File: config.mk
export PLATFORM = sky130hd
export DESIGN_NAME = cpu_checkpoint_collector
export DESIGN_NICKNAME = d
export VERILOG_FILES = /design/src/rtl/cpu_checkpoint_collector.sv
export SDC_FILE = /design/constraint.sdc
export NUM_CORES = 1
export LEC_CHECK = 0
export CELL_PAD_IN_SITES_DETAIL_PLACEMENT = 1
export CELL_PAD_IN_SITES_GLOBAL_PLACEMENT = 2
export CORE_MARGIN = 1.5
export CORE_UTILIZATION = 51
export DETAILED_ROUTE_END_ITERATION = 8
export PLACE_DENSITY = 0.82
export SLEW_MARGIN = 20
export SYNTH_ARGS = -nofsm -noshare
export SYNTH_HDL_FRONTEND = slang
export SYNTH_SLANG_ARGS = --single-unit
File: constraint.sdc
create_clock -name clk -period 6.6 [get_ports clk]
set_clock_uncertainty 0.2 [all_clocks]
set_input_delay 0.66 -clock clk [delete_from_list [all_inputs] [get_ports clk]]
set_output_delay 0.66 -clock clk [all_outputs]
set_load 0.01 [all_outputs]
File: src/rtl/cpu_checkpoint_collector.sv
// cpu_checkpoint_collector: captures a core's checkpoint word into a FIFO on
// every rising edge of its checkpoint IRQ and exposes the FIFO, status and
// control over an Avalon-MM slave. Interrupts the monitor while entries wait.
// Optional build macro CHECKPOINT_TIMESTAMP_EN stores a 32-bit cycle stamp
// with each entry, readable at word address 3.
module cpu_checkpoint_collector #(
  parameter int DEPTH = 16,
  parameter int PTR_W = 4
) (
  input  logic        clk,
  input  logic        reset,
  input  logic [31:0] chk_data,
  input  logic        chk_irq,
  input  logic [7:0]  avs_address,
  input  logic        avs_write,
  input  logic [31:0] avs_writedata,
  input  logic        avs_read,
  output logic [31:0] avs_readdata,
  output logic        monitor_irq
);

  logic [31:0]      mem [DEPTH];
  logic [PTR_W-1:0] rd_ptr, wr_ptr;
  logic [PTR_W:0]   count;
  logic             overflow, underflow, irq_enable, chk_irq_d;

  logic push, pop_req, pop, empty, full, ctrl_wr, flush, push_ok, ov_set, uf_set;
  logic unused_wdata;

  assign unused_wdata = ^avs_writedata[31:4];

  assign empty   = (count == '0);
  assign full    = (count == (PTR_W+1)'(DEPTH));
  assign push    = chk_irq & ~chk_irq_d;
  assign pop_req = avs_read & (avs_address == 8'd0);
  assign pop     = pop_req & ~empty;
  assign ctrl_wr = avs_write & (avs_address == 8'd2);
  assign flush   = ctrl_wr & avs_writedata[3];
  // A pop in the same cycle frees the slot, so a full FIFO still accepts.
  assign push_ok = push & (~full | pop) & ~flush;
  // A push discarded by flush is not an overflow.
  assign ov_set  = push & full & ~pop & ~flush;
  assign uf_set  = pop_req & empty;

  // Pointers, occupancy, flags and edge-detect history.
  always_ff @(posedge clk) begin
    if (reset) begin
      rd_ptr     <= '0;
      wr_ptr     <= '0;
      count      <= '0;
      overflow   <= 1'b0;
      underflow  <= 1'b0;
      irq_enable <= 1'b0;
      chk_irq_d  <= 1'b1;  // a level already high at release is not an edge
    end else begin
      chk_irq_d <= chk_irq;
      if (flush) begin
        rd_ptr <= '0;
        wr_ptr <= '0;
        count  <= '0;
      end else begin
        if (push_ok) wr_ptr <= wr_ptr + 1'b1;
        if (pop)     rd_ptr <= rd_ptr + 1'b1;
        count <= count + (PTR_W+1)'(push_ok) - (PTR_W+1)'(pop);
      end
      if (ctrl_wr) irq_enable <= avs_writedata[0];
      // Set events override same-cycle clear strobes.
      if (ov_set)                          overflow <= 1'b1;
      else if (ctrl_wr & avs_writedata[1]) overflow <= 1'b0;
      if (uf_set)                          underflow <= 1'b1;
      else if (ctrl_wr & avs_writedata[2]) underflow <= 1'b0;
    end
  end

  // Entry storage; contents need no reset since count gates visibility.
  always_ff @(posedge clk) begin
    if (!reset && push_ok) mem[wr_ptr] <= chk_data;
  end

`ifdef CHECKPOINT_TIMESTAMP_EN
  logic [31:0] ts_cnt;
  logic [31:0] ts_mem [DEPTH];

  // Free-running cycle counter.
  always_ff @(posedge clk) begin
    if (reset) ts_cnt <= '0;
    else       ts_cnt <= ts_cnt + 32'd1;
  end

  // Stamp stored alongside each accepted word.
  always_ff @(posedge clk) begin
    if (!reset && push_ok) ts_mem[wr_ptr] <= ts_cnt;
  end
`endif

  // Register read mux, combinational from address and current state.
  always_comb begin
    avs_readdata = '0;
    case (avs_address)
      8'd0: avs_readdata = empty ? 32'd0 : mem[rd_ptr];
      8'd1: avs_readdata = {12'd0, underflow, overflow, full, empty, 16'(count)};
      8'd2: avs_readdata = {31'd0, irq_enable};
`ifdef CHECKPOINT_TIMESTAMP_EN
      8'd3: avs_readdata = empty ? 32'd0 : ts_mem[rd_ptr];
`endif
      default: avs_readdata = '0;
    endcase
  end

  assign monitor_irq = irq_enable & ~empty;

endmodule

==> flow_metrics.env <==
export IMPL_fp_dieW_um=203.4
export IMPL_antenna_diode_count=0
export IMPL_synth_fp_nets=1051
export IMPL_yosysTopAreaCell="sky130_fd_sc_hd__edfxtp_1"
export IMPL_fin_nets=1144
export IMPL_dr_first_iter_drc_count=788
export IMPL_slew_headroom_pct=23.42
export IMPL_layout_min_cycle_time_ns=5.128
export IMPL_route_antenna_remaining_nets=0
export IMPL_critPathKind="input pin to primary output"
export IMPL_vias=10020
export IMPL_status="complete, no violations"
export IMPL_total_power_per_unit_cell_area_mw_per_mm2=282.1
export IMPL_detail_route_vias_per_cell=6.197
export IMPL_fin_util_pct=59.21
export IMPL_crit_path_top_delay_cell="sky130_fd_sc_hd__or4_2"
export IMPL_numCtsBuffers=52
export IMPL_crit_path_start_kind="input pin"
export IMPL_die_height_um=203.4
export IMPL_gp_congestion=0.7489
export IMPL_dp_hpwl_mm=24.21
export IMPL_cts_repair_resized=0
export IMPL_worst_margin_pin_slew_ns=1.149
export IMPL_achievable_frequency_mhz=195.0
export IMPL_setup_violations=0
export IMPL_netlist_top_cells_count="sky130_fd_sc_hd__edfxtp_1 (512), sky130_fd_sc_hd__mux4_2 (125), sky130_fd_sc_hd__o22ai_1 (53)"
export IMPL_worstPathCellList="clkdlybuf4s50_1 -> nor4_2 -> nand2_1 -> or4_2 -> nor3_1 -> clkdlybuf4s50_1"
export IMPL_fp_row_count=73
export IMPL_clkSinkCount=533
export IMPL_design_portCount=110
export IMPL_end_kind="primary output"
export IMPL_cts_htree_levels=2
export IMPL_routedWlPerCell_um=29.49
export IMPL_synth_cells=962
export IMPL_postCtsHoldBufs=0
export IMPL_drt_pre_antenna_iters=5
export IMPL_drt_drc_violations_left=0
export IMPL_cpMostUsedCell="sky130_fd_sc_hd__clkdlybuf4s50_1"
export IMPL_layout_area_overhead_vs_synth_pct=14.64
export IMPL_core_mm2=0.03964
export IMPL_worst_setup_hold_path_clk_slew_ns=0.06
export IMPL_synth_enable_flop_cells=512
export IMPL_worst_hold_path_type="register to register"
export IMPL_peakVddDrop_mv=0.2282
export IMPL_design_area_mm2=0.02347
export IMPL_antenna_violations_before_repair=1
export IMPL_post_synth_num_cell_types=48
export IMPL_tritoncts="yes"
export IMPL_grt_start_max_net_pins=83
export IMPL_initial_core_util_pct=51.65
export IMPL_global_route_wire_length_before_repair_mm=70.63
export IMPL_drv_slew=0
export IMPL_required_ns=5.74
export IMPL_hold_viol_final=0
export IMPL_ys_flop_type="sky130_fd_sc_hd__edfxtp_1"
export IMPL_layout_worst_path_cycle_share_pct=77.70
export IMPL_clock_insertion_delay_worst_skew_ns=0.56
export IMPL_first_global_vias=10720
export IMPL_yosysWarningCount=0
export IMPL_leakage_nw=7.091
export IMPL_share_of_flip_flops_with_an_asynchronous_set_or_reset_pct=0
export IMPL_max_stage_delay_ns=1.10
export IMPL_fraction_of_layout_cells_with_a_size_suffix_above_1_pct=22.34
export IMPL_postRouteWirelength_mm=47.68
export IMPL_syn_mean_instance_area_um2=21.28
export IMPL_worst_endpoint_arrival_ns=4.27
export IMPL_synth_top_cells_by_area="sky130_fd_sc_hd__edfxtp_1 (75%), sky130_fd_sc_hd__mux4_2 (14%), sky130_fd_sc_hd__dfxtp_1 (2.1%)"
export IMPL_globalRoute_totalOverflow=0
export IMPL_detailed_place_area_mm2=0.02189
export IMPL_synth_seq_cells=533
export IMPL_synth_top_cell_area_share_pct=75.09
export IMPL_dieArea_mm2=0.04136
export IMPL_critical_path_max_fanout=32
export IMPL_seq_area_frac_synth_pct=77.14
export IMPL_maximum_buffer_depth_of_the_clock_tree=3
export IMPL_port_buffer_count=81
export IMPL_rsz0062_at_grt="false"
export IMPL_final_setup_tns_ns=0
export IMPL_post_cts_setup_buffer_count=0
export IMPL_max_cap_viol_count=0
export IMPL_syn_area_mm2=0.02047
export IMPL_cts_root_buf="sky130_fd_sc_hd__clkbuf_16"
export IMPL_total_track_usage_pct=23.59
export IMPL_synth_most_common_cell="sky130_fd_sc_hd__edfxtp_1"
[report_power, final]
part	switching, W	total (W)	internal [W]
clock	0.00124	0.00276	0.00152
combinational	0.0000855	0.000139	0.0000539
sequential	0.00000811	0.00372	0.00372
total	0.00133	0.00662	0.00529
[path summary, 6_finish.rpt]
| path | start | endpoint | slack [ns] | cells past startpoint |
|---|---|---|---|---|
| max reg2reg | count[3]$_SDFF_PP0_ | count[4]$_SDFF_PP0_ | 2.86 | 15 |
| min reg2reg | underflow$_SDFFE_PP0P_ | underflow$_SDFFE_PP0P_ | 0.28 | 2 |
| min | underflow$_SDFFE_PP0P_ | underflow$_SDFFE_PP0P_ | 0.28 | 2 |
| max | avs_address[3] | avs_readdata[28] | 1.47 | 6 |
[critical path, delay by kind of cell]
family / cells / cell delay, ns
and+or+nand+nor: 4 / 2.50
buffers and inverters: 2 / 1.08
[routing by layer]
layer	vias up	global-route usage, %	share of wire (%)
met4	2	6.534	1.8
met5	-	0	0.025
met2	313	38.93	50
li1	4238	-	-
met3	68	3.036	4.5
met1	5399	33.56	43
[state kept, by name, indices dropped and copies added, names as in the netlist, named ones only]
signal      flops
underflow       1
mem           512
count           5
chk_irq_d       1
irq_enable      1
overflow        1
rd_ptr          4
wr_ptr          4
[cells in the final DEF, fill, tap and decap left out, types with 9 or more instances in the layout]
cell and n:
sky130_fd_sc_hd__clkbuf_16 52, sky130_fd_sc_hd__dfxtp_1 18, sky130_fd_sc_hd__clkinv_2 13, sky130_fd_sc_hd__o31ai_1 11, sky130_fd_sc_hd__clkbuf_1 11, sky130_fd_sc_hd__mux2_2 9
sky130_fd_sc_hd__nand2_1 17, sky130_fd_sc_hd__edfxtp_1 512, sky130_fd_sc_hd__inv_1 16, sky130_fd_sc_hd__ha_1 11, sky130_fd_sc_hd__clkdlybuf4s50_1 81, sky130_fd_sc_hd__mux4_2 125
sky130_fd_sc_hd__nor3_1 25, sky130_fd_sc_hd__o22ai_1 53, sky130_fd_sc_hd__nor2_1 17
[logic make-up (layout without fill, tap and decap cells)]
family	count (synthesis)	count (layout)	synth area share, %
DFF	533	533	77.14
xor gates and xnor gates	4	4	0.1711
and+or+nand+nor	114	114	3.098
AOI/OAI and AO/OA	92	92	2.964
adders and majority gates	12	12	0.7700
muxes	140	140	14.54
buffers and inverters	67	197	1.314
[final cells by class]
| cell class | count | area [um2] |
|---|---|---|
| fill | 3327 | 16170 |
| sequential | 533 | 15810 |
| multi-input combinational | 362 | 4471 |
| clock buffer | 63 | 1343 |
| timing repair buffer | 90 | 930.9 |
| tap | 525 | 656.9 |
| clock inverter | 28 | 203.9 |
| inverter | 16 | 60.06 |
[metrics by stage]
stage	setup slack, ns	total power (W)	std cells	hold slack (ns)
after detailed placement	1.538	0.003931	1526	0.2832
final	1.472	0.006622	1617	0.2826
after global placement	1.645	0.003923	1524	0.2743
after CTS	1.504	0.006648	1617	0.2916
after global routing	1.350	0.006762	1617	0.3353
after floorplan	2.820	0.003844	962	0.2541
Note: power is estimated with default switching activity, not from simulation.
